==> src/rtl/axis_video_framer.sv <==
// axis_video_framer: unpacks AXI-Stream words into a framed pixel stream (tuser = SOF, tlast = EOL)
// Ports: i_axi_clk/i_axi_rst clock and sync active-high reset; i_sof frame-start pulse;
//        s_axis_* packed-pixel word input; m_axis_* one pixel per beat with tuser/tlast;
//        o_frame_done pulse after the last pixel; o_busy high in RUN; o_err_cnt aborted frames.
// Macro AXIS_VIDEO_FRAMER_ERR_EN enables the saturating abort counter; otherwise o_err_cnt is 0.
module axis_video_framer #(
   parameter int P_AXIS_DATA_WIDTH = 64,
   parameter int P_PIXEL_WIDTH     = 16,
   parameter int P_H_RES           = 640,
   parameter int P_V_RES           = 480
) (
   input  logic                         i_axi_clk,
   input  logic                         i_axi_rst,
   input  logic                         i_sof,
   input  logic                         s_axis_tvalid,
   output logic                         s_axis_tready,
   input  logic [P_AXIS_DATA_WIDTH-1:0] s_axis_tdata,
   output logic                         m_axis_tvalid,
   input  logic                         m_axis_tready,
   output logic [P_PIXEL_WIDTH-1:0]     m_axis_tdata,
   output logic                         m_axis_tuser,
   output logic                         m_axis_tlast,
   output logic                         o_frame_done,
   output logic                         o_busy,
   output logic [15:0]                  o_err_cnt
);
   localparam int PPW = P_AXIS_DATA_WIDTH / P_PIXEL_WIDTH;
   localparam int IW  = (PPW > 1) ? $clog2(PPW) : 1;
   localparam int XW  = (P_H_RES > 1) ? $clog2(P_H_RES) : 1;
   localparam int YW  = (P_V_RES > 1) ? $clog2(P_V_RES) : 1;
   localparam logic [IW-1:0] IDX_LAST = IW'(PPW - 1);
   localparam logic [XW-1:0] X_LAST   = XW'(P_H_RES - 1);
   localparam logic [YW-1:0] Y_LAST   = YW'(P_V_RES - 1);

   typedef enum logic {S_IDLE, S_RUN} state_t;

   state_t                       state_q, state_d;
   logic                         held_q, held_d;
   logic [P_AXIS_DATA_WIDTH-1:0] word_q, word_d;
   logic [IW-1:0]                idx_q, idx_d;
   logic [XW-1:0]                x_q, x_d;
   logic [YW-1:0]                y_q, y_d;
   logic                         done_q;
   logic                         fire_m, fire_s, final_px;
   logic [P_PIXEL_WIDTH-1:0]     pix [PPW];

   for (genvar g = 0; g < PPW; g++) begin : g_pix
      assign pix[g] = word_q[g*P_PIXEL_WIDTH +: P_PIXEL_WIDTH];
   end

   // IDLE swallows words; RUN refills when empty or as the last pixel of the held word leaves.
   assign s_axis_tready = !i_axi_rst && (state_q == S_IDLE || !held_q || (idx_q == IDX_LAST && m_axis_tready));
   assign m_axis_tvalid = state_q == S_RUN && held_q;
   assign m_axis_tdata  = pix[idx_q];
   assign m_axis_tuser  = m_axis_tvalid && x_q == '0 && y_q == '0;
   assign m_axis_tlast  = m_axis_tvalid && x_q == X_LAST;
   assign o_frame_done  = done_q;
   assign o_busy        = state_q == S_RUN;
   assign fire_m        = m_axis_tvalid && m_axis_tready;
   assign fire_s        = s_axis_tvalid && s_axis_tready;
   assign final_px      = fire_m && x_q == X_LAST && y_q == Y_LAST;

   always_comb begin
      state_d = state_q;
      held_d  = held_q;
      word_d  = word_q;
      idx_d   = idx_q;
      x_d     = x_q;
      y_d     = y_q;
      // A start pulse always restarts the frame; a word accepted alongside it is pixel (0,0).
      if (i_sof) begin
         state_d = S_RUN;
         held_d  = fire_s;
         word_d  = fire_s ? s_axis_tdata : '0;
         idx_d   = '0;
         x_d     = '0;
         y_d     = '0;
      end else if (state_q == S_RUN && final_px) begin
         state_d = S_IDLE;
         held_d  = 1'b0;
         word_d  = '0;
         idx_d   = '0;
         x_d     = '0;
         y_d     = '0;
      end else if (state_q == S_RUN) begin
         if (fire_m) begin
            idx_d = (idx_q == IDX_LAST) ? '0 : idx_q + 1'b1;
            x_d   = (x_q == X_LAST) ? '0 : x_q + 1'b1;
            y_d   = (x_q == X_LAST) ? y_q + 1'b1 : y_q;
         end
         if (!held_q || (fire_m && idx_q == IDX_LAST)) begin
            held_d = fire_s;
            word_d = fire_s ? s_axis_tdata : word_q;
         end
      end
   end

   always_ff @(posedge i_axi_clk) begin
      if (i_axi_rst) begin
         state_q <= S_IDLE;
         held_q  <= 1'b0;
         word_q  <= '0;
         idx_q   <= '0;
         x_q     <= '0;
         y_q     <= '0;
         done_q  <= 1'b0;
      end else begin
         state_q <= state_d;
         held_q  <= held_d;
         word_q  <= word_d;
         idx_q   <= idx_d;
         x_q     <= x_d;
         y_q     <= y_d;
         done_q  <= final_px;
      end
   end

`ifdef AXIS_VIDEO_FRAMER_ERR_EN
   logic [15:0] err_q;
   logic        abort;

   // A restart that coincides with the final pixel is a clean hand-off, not an abort.
   assign abort     = state_q == S_RUN && i_sof && !final_px;
   assign o_err_cnt = err_q;

   always_ff @(posedge i_axi_clk) begin
      if (i_axi_rst) err_q <= '0;
      else if (abort && err_q != 16'hFFFF) err_q <= err_q + 1'b1;
   end
`else
   assign o_err_cnt = '0;
`endif
endmodule
==> config.mk <==
export PLATFORM = sky130hd
export DESIGN_NAME = axis_video_framer
export DESIGN_NICKNAME = d
export VERILOG_FILES = /design/src/rtl/axis_video_framer.sv
export SDC_FILE = /design/constraint.sdc
export NUM_CORES = 1
export LEC_CHECK = 0
export ABC_AREA = 1
export BUFFER_PORTS_ARGS = -buffer_cell sky130_fd_sc_hd__buf_4
export CORE_UTILIZATION = 36
export CTS_CLUSTER_SIZE = 25
export DETAILED_ROUTE_END_ITERATION = 8
export PLACE_DENSITY_LB_ADDON = 0.3
export SYNTH_ARGS = -nofsm -noshare
export SYNTH_HDL_FRONTEND = slang
export SYNTH_SLANG_ARGS = --single-unit
export TNS_END_PERCENT = 20
==> constraint.sdc <==
create_clock -name i_axi_clk -period 2.4 [get_ports i_axi_clk]
set_input_delay 0.24 -clock i_axi_clk [delete_from_list [all_inputs] [get_ports i_axi_clk]]
set_output_delay 0.24 -clock i_axi_clk [all_outputs]
set_load 0.05 [all_outputs]
==> results.tsv, run 1 <==
metric	value	unit
outcome	finished, final reports clean	
async_flop_share	0	%
postRouteAntennaNets	0	
start_util	37.0	%
required	2160	ps
cts_buffers	9	
place_congestion	0.846	
timing.final.crit_share	94.7	%
final_core_util	44.4	%
syn-cell-area	4670	um2
synthMuxAreaShare	0	%
rsz0062_at_grt	no	
avgSynthCellArea	6.67	um2
hold_violations	0	
path_delay_family	buffers and inverters	
die_w	116	um
grt_pass1_vias	3802	
antenna_found_initial	0	
path_max_fanout	35	
syn_inst	700	
synth_top_area_cell	dfxtp_1	
finalSetupViolCount	0	
cp_slowest_cell	buf_4	
grt_max_degree	65	
cts_tree	built	
synth_top_family_by_area	simple AND/OR/NAND/NOR gates	
worst_path_most_repeated_cell	buf_4	
arrival	2030	ps
first_iter_violations	284	
path_class	reg -> out	
die-area	13400	um2
core	12600	um2
end_kind	output pin	
clkTransAtPathRegs	60	ps
ys.flop_type	dfxtp_1	
vdd_drop_max	0.327	mV
powerDensity	644	nW/um2
antenna_cells	0	
fill_cells	1379	
ys_seq_area_share	37.8	%
cp-start-kind	flip-flop	
htreeDepth	3	
path_cells	buf_4, inv_1, buf_12, o21ai_0, o22ai_1, buf_4	
io_buffer_count	90	
drv_slew	0	
globalRouteOverflowTotal	0	
wl_met3	447	um
dp_hpwl	8.36	mm
synth_top_cell_area_share	37.8	%
area_growth	20.1	%
cts_root_buf	clkbuf_16	
ys_ff_latch	88	
synth_compound_area_share	7.35	%
die_h	116	um
critPathMaxStageDelay	340	ps
power.total	3.61	mW
insertion_delay	340	ps
cts.sinks	88	
cts_max_path_buffers	2	
nets	850	
drive_gt1_share	18.3	%
grtUsageTotal	17.8	%
yosys-top-cells-area	dfxtp_1 38%, nor2_1 15%, nand2_1 12%	
timing.fmax	440	MHz
drc	0	
synthTopCellsByCount	184 x nor2_1, 154 x nand2_1, 89 x inv_1, 88 x dfxtp_1, 35 x o21ai_0	
dpl.cell_count	937	
top_layer	met4	
drt_wl_total	11.5	mm
wire_per_inst	12.0	um
cts_setup_buffers	0	
drv_cap	0	
synth-adder-area-share	1.34	%
routed_via_density	4.44	
synth_warnings	0	
io_pins	107	
wl_met2	5.22	mm
hold_class	in -> reg	
fin_tns_setup	0	ps
synth_edf_count	0	
cp_num_buf_inv	4	
wl_met1	5.59	mm
p_leak	2.85	nW
synth_xor_area_share	1.88	%
whs	110	ps
synth_simple_gate_area_share	35.1	%
dr.pass1.iters	5	
layoutNonFillerInstCount	953	
grt_pass1_wl	18.5	mm
period_minus_slack	2270	ps
rows	41	
yosysMostFrequentCell	nor2_1	
vias	4236	
clock_skew	10.7	ps
yosysUniqueCellTypes	29	
state kept, by name (all words and copies together) (netlist names):
| register | flops |
|---|---|
| x_q | 10 |
| word_q | 64 |
| idx_q | 2 |
| y_q | 9 |
| held_q | 1 |
| o_frame_done | 1 |
| o_busy | 1 |
power breakdown:
part / total, mW / switching [mW] / internal, mW / leakage (nW)
Clock: 1.37 / 0.630 / 0.742 / 0.136
Sequential: 1.59 / 0.0454 / 1.54 / 0.721
Combinational: 0.649 / 0.423 / 0.227 / 1.99
Total: 3.61 / 1.10 / 2.51 / 2.85
worst paths after layout:
kind	start	cells after the start	slack [ps]	end
setup / recovery	idx_q[0]$_SDFFE_PP0P_	6	130	m_axis_tdata[6]
hold / removal	i_axi_rst	2	110	o_frame_done$_SDFF_PP0_
setup reg to reg	x_q[0]$_SDFFE_PP0P_	10	260	word_q[51]$_SDFFE_PP0P_
hold reg to reg	word_q[28]$_SDFFE_PP0P_	2	470	word_q[28]$_SDFFE_PP0P_
final cells by class:
| class | count | area, um2 | share of cell area (%) |
|---|---|---|---|
| Clock inverter | 6 | 50.0 | 0.893 |
| Sequential cell | 88 | 1760 | 31.4 |
| Tap cell | 172 | 215 | 3.84 |
| Inverter | 91 | 342 | 6.10 |
| Multi-Input combinational cell | 488 | 2210 | 39.5 |
| Timing Repair Buffer | 98 | 786 | 14.0 |
| Clock buffer | 10 | 239 | 4.26 |
timing repair:
item | in CTS | in global routing
hold buffers | 0 | 0
gates resized for setup | 0 | 1
setup endpoints to repair | 0 | 64
stage by stage:
step | area [um2] | worst slack, ps
final | 5600 | 128
after global routing | 5600 | 25.4
after floorplan | 4730 | 25.3
after CTS | 5600 | 121
after detailed placement | 5310 | 137
after global placement | 5310 | 237
routing by layer:
layer	global-route usage (%)	up-vias
met5	0	-
li1	-	2246
met2	27.9	108
met1	24.5	1868
met4	7.01	0
met3	2.77	14
cell families (layout without fill, tap and decap cells):
family | count (synthesis) | count (layout)
fa+ha+maj | 5 | 5
compound gates | 64 | 64
flops | 88 | 88
xor+xnor | 10 | 10
simple gates | 393 | 393
other cells | 1 | 16
buf+inv | 139 | 205
cell usage in the layout, fill, tap and decap left out:
cell type / synthesis / final
clkbuf_8: 0 / 1
a21oi_1: 12 / 11
xnor2_1: 1 / 1
inv_1: 89 / 89
nand4_1: 7 / 7
nand2_4: 3 / 2
clkbuf_16: 0 / 9
a211oi_1: 1 / 1
buf_4: 23 / 94
inv_6: 0 / 2
nand3_1: 15 / 15
inv_2: 2 / 2
nand2_2: 8 / 8
nand3_4: 2 / 2
xor2_1: 9 / 9
o22ai_1: 16 / 16
conb_1: 1 / 16
nor4_2: 0 / 1
nand3_2: 1 / 1
nor4_1: 3 / 2
nand2_1: 154 / 154
clkinv_4: 0 / 2
dfxtp_1: 88 / 88
nor2_1: 184 / 184
nor2_4: 2 / 2
a21oi_2: 0 / 1
ha_1: 5 / 5
nand2_8: 0 / 1
clkinvlp_4: 0 / 2
buf_12: 6 / 4
nor3_1: 5 / 5
nor2_2: 9 / 9
o21ai_0: 35 / 35
Power figures use the tool's default switching activity.
==> inputs of run 2 (changes only) <==
--- a/config.mk
+++ b/config.mk
@@ -5,7 +5,6 @@
 export SDC_FILE = /design/constraint.sdc
 export NUM_CORES = 1
 export LEC_CHECK = 0
-export ABC_AREA = 1
 export BUFFER_PORTS_ARGS = -buffer_cell sky130_fd_sc_hd__buf_4
 export CORE_UTILIZATION = 36
 export CTS_CLUSTER_SIZE = 25
==> run 2 against run 1 <==
  * Non-clock buffer count up 6
  * Combinational power down 30%
  * Synthesized cell count shrank 51%
  * Setup slack got worse by 40 ps
  * Utilization up 2.3 points
  * Clock power down 15%
  * Register-to-register slack worse by 170 ps
  * Largest power group unchanged
  * Highest routed layer unchanged
==> results.tsv, run 2 <==
metric	value	unit
grt_pass1_wl	14.7	mm
tightestPinTransition	587	ps
antenna_cells	0	
syn_inst	346	
reg2reg_setup_slack	90	ps
drt_wl_total	8.90	mm
avgSynthCellArea	11.2	um2
cp-start-kind	flip-flop	
cts_root_buf	clkbuf_8	
cts_buffers	9	
rows	37	
drv_cap	0	
required	2640	ps
yosys-top-cells-area	dfxtp_1 46%, a32o_1 17%, mux4_2 9.3%	
routed_via_density	5.46	
placed_area	4610	um2
fill_cells	987	
vdd_drop_max	0.272	mV
powerDensity	657	nW/um2
power.total	3.18	mW
mostFrequentLayoutCells	101 x buf_4, 87 x dfxtp_1, 64 x a32o_1, 22 x nor2_1	
final_area	4840	um2
die_h	106	um
synth_warnings	0	
yosysMostFrequentCell	dfxtp_1	
p_seq_share	49.0	%
io_pins	107	
ys_seq_area_share	45.5	%
synth-adder-area-share	1.62	%
wire_per_inst	15.6	um
grtUsageTotal	16.5	%
p_int	2.33	mW
synth_simple_gate_area_share	11.4	%
slew_headroom	60.5	%
globalRouteOverflowTotal	0	
worst_path_most_repeated_cell	or4_4	
place_congestion	0.818	
period_minus_slack	2310	ps
dpl.cell_count	556	
hold_violations	0	
syn-cell-area	3870	um2
ys.flop_type	dfxtp_1	
synth_edf_count	0	
synth_top_cell_area_share	45.5	%
area_growth	25.2	%
io_buffer_count	90	
rsz0062_at_grt	no	
synth_compound_area_share	20.1	%
antenna_found_initial	0	
htreeDepth	3	
p_leak	1.82	nW
cp_slowest_cell	or4_4	
top_register	word_q	
end_kind	flip-flop	
ys_ff_latch	88	
netSwitchingFraction	26.8	%
clkTransAtPathRegs	90	ps
timing.fmax	433	MHz
clkPwrFrac	36.6	%
grt_pass1_vias	2913	
path_class	reg -> reg	
fin_tns_setup	0	ps
synth_xor_area_share	2.49	%
path_cells	ha_1, nand4_1, or4_4, or4_4, buf_12, a32o_1	
synth_top_family_by_area	compound AO/OA/AOI/OAI gates	
top_regs	word_q: 64 flops, x_q: 10 flops, y_q: 9 flops	
cts_tree	built	
postRouteAntennaNets	0	
start_util	37.3	%
die_w	106	um
insertion_delay	350	ps
outcome	finished, final reports clean	
p_comb_share	14.4	%
yosysUniqueCellTypes	40	
synthMuxAreaShare	9.83	%
drive_gt1_share	33.3	%
hold_class	in -> reg	
whs	102	ps
synth_top_area_cell	dfxtp_1	
grt_max_degree	66	
vias	3123	
arrival	2550	ps
finalSetupViolCount	0	
first_iter_violations	205	
async_flop_share	0	%
cts_max_path_buffers	2	
synthTopCellsByCount	88 x dfxtp_1, 64 x a32o_1, 22 x nor2_1, 20 x clkbuf_1, 17 x buf_4	
dp_hpwl	6.16	mm
cts_setup_buffers	0	
cts.hold.buffers_added	0	
drc	0	
nets	505	
post_cts_resized	0	
final_common_cell	buf_4	
timing.final.crit_share	96.3	%
dr.pass1.iters	6	
drv_slew	0	
critPathMaxStageDelay	520	ps
die-area	11200	um2
core	10400	um2
path_max_fanout	64	
cts.sinks	88	
clock_skew	11.9	ps
largest_register_ffs	64	
layoutNonFillerInstCount	572	
p_sw	854	uW
[run 2: cell count changes after synthesis, sizes merged, moves of 6 or more]
cell	change
clkbuf	+12
or4	+6
nor2	-173
xnor2	+7
a32o	+64
xor2	-6
nand2	-156
buf	-15
nand3	-6
inv	-81
o22ai	-14
mux4	+16
o21ai	-30
[run 2: cells by family (layout without fill, tap and decap cells)]
logic type / count (synthesis) / after routing
flip-flops: 88 / 88
other: 1 / 16
AND/OR/NAND/NOR: 81 / 81
buffers and inverters: 55 / 130
AO/OA/AOI/OAI: 87 / 87
XOR/XNOR: 11 / 11
adder cells (fa/ha/maj): 5 / 5
multiplexers: 18 / 18
[run 2: area by class of cell]
class,count,area [um2],area share [%]
Clock buffer,9,124,2.56
Clock inverter,7,106,2.20
Inverter,10,37.5,0.775
Multi-Input combinational cell,218,1820,37.6
Sequential cell,88,1770,36.4
Tap cell,136,170,3.51
Timing Repair Buffer,104,818,16.9
[run 2: worst paths after layout]
path	startpoint	end	cells past startpoint
max reg2reg	y_q[1]$_SDFFE_PP0P_	word_q[13]$_SDFFE_PP0P_	6
min reg2reg	word_q[32]$_SDFFE_PP0P_	word_q[32]$_SDFFE_PP0P_	1
min	i_sof	x_q[2]$_SDFFE_PP0P_	2
max	y_q[1]$_SDFFE_PP0P_	word_q[13]$_SDFFE_PP0P_	6
[run 2: stage by stage]
stage	worst slack [ps]	util (%)
after global routing	34.6	46.7
after detailed placement	132	44.5
after floorplan	57.3	-
after global placement	165	44.5
final	88.1	46.7
after CTS	112	46.7
[run 2: worst max-delay path, delay by kind of cell (launching register included)]
kind                     cells  cell delay (ps)
flip-flops                   1              350
AND/OR/NAND/NOR              3             1150
AO/OA/AOI/OAI                1              290
adder cells (fa/ha/maj)      1              170
buffers and inverters        1              200
[run 2: routing by layer]
layer | part of all wire (%) | up-vias | global-route usage [%] | wire length [um]
met5 | 0 | - | 0 | 0
met4 | 2.0 | 0 | 7.14 | 175
met3 | 4.9 | 13 | 3.46 | 435
met2 | 48 | 78 | 25.4 | 4240
met1 | 46 | 1527 | 22.3 | 4050
li1 | - | 1505 | - | -
[run 2: power by group through the flow]
stage | clock network, mW | logic (mW) | registers (mW)
2_1_floorplan | 0 | 0.309 | 1.59
3_3_place_gp | 0 | 0.453 | 1.59
3_5_place_dp | 0 | 0.459 | 1.59
4_1_cts | 1.20 | 0.460 | 1.56
5_1_grt | 1.27 | 0.486 | 1.57
6_report | 1.17 | 0.457 | 1.56
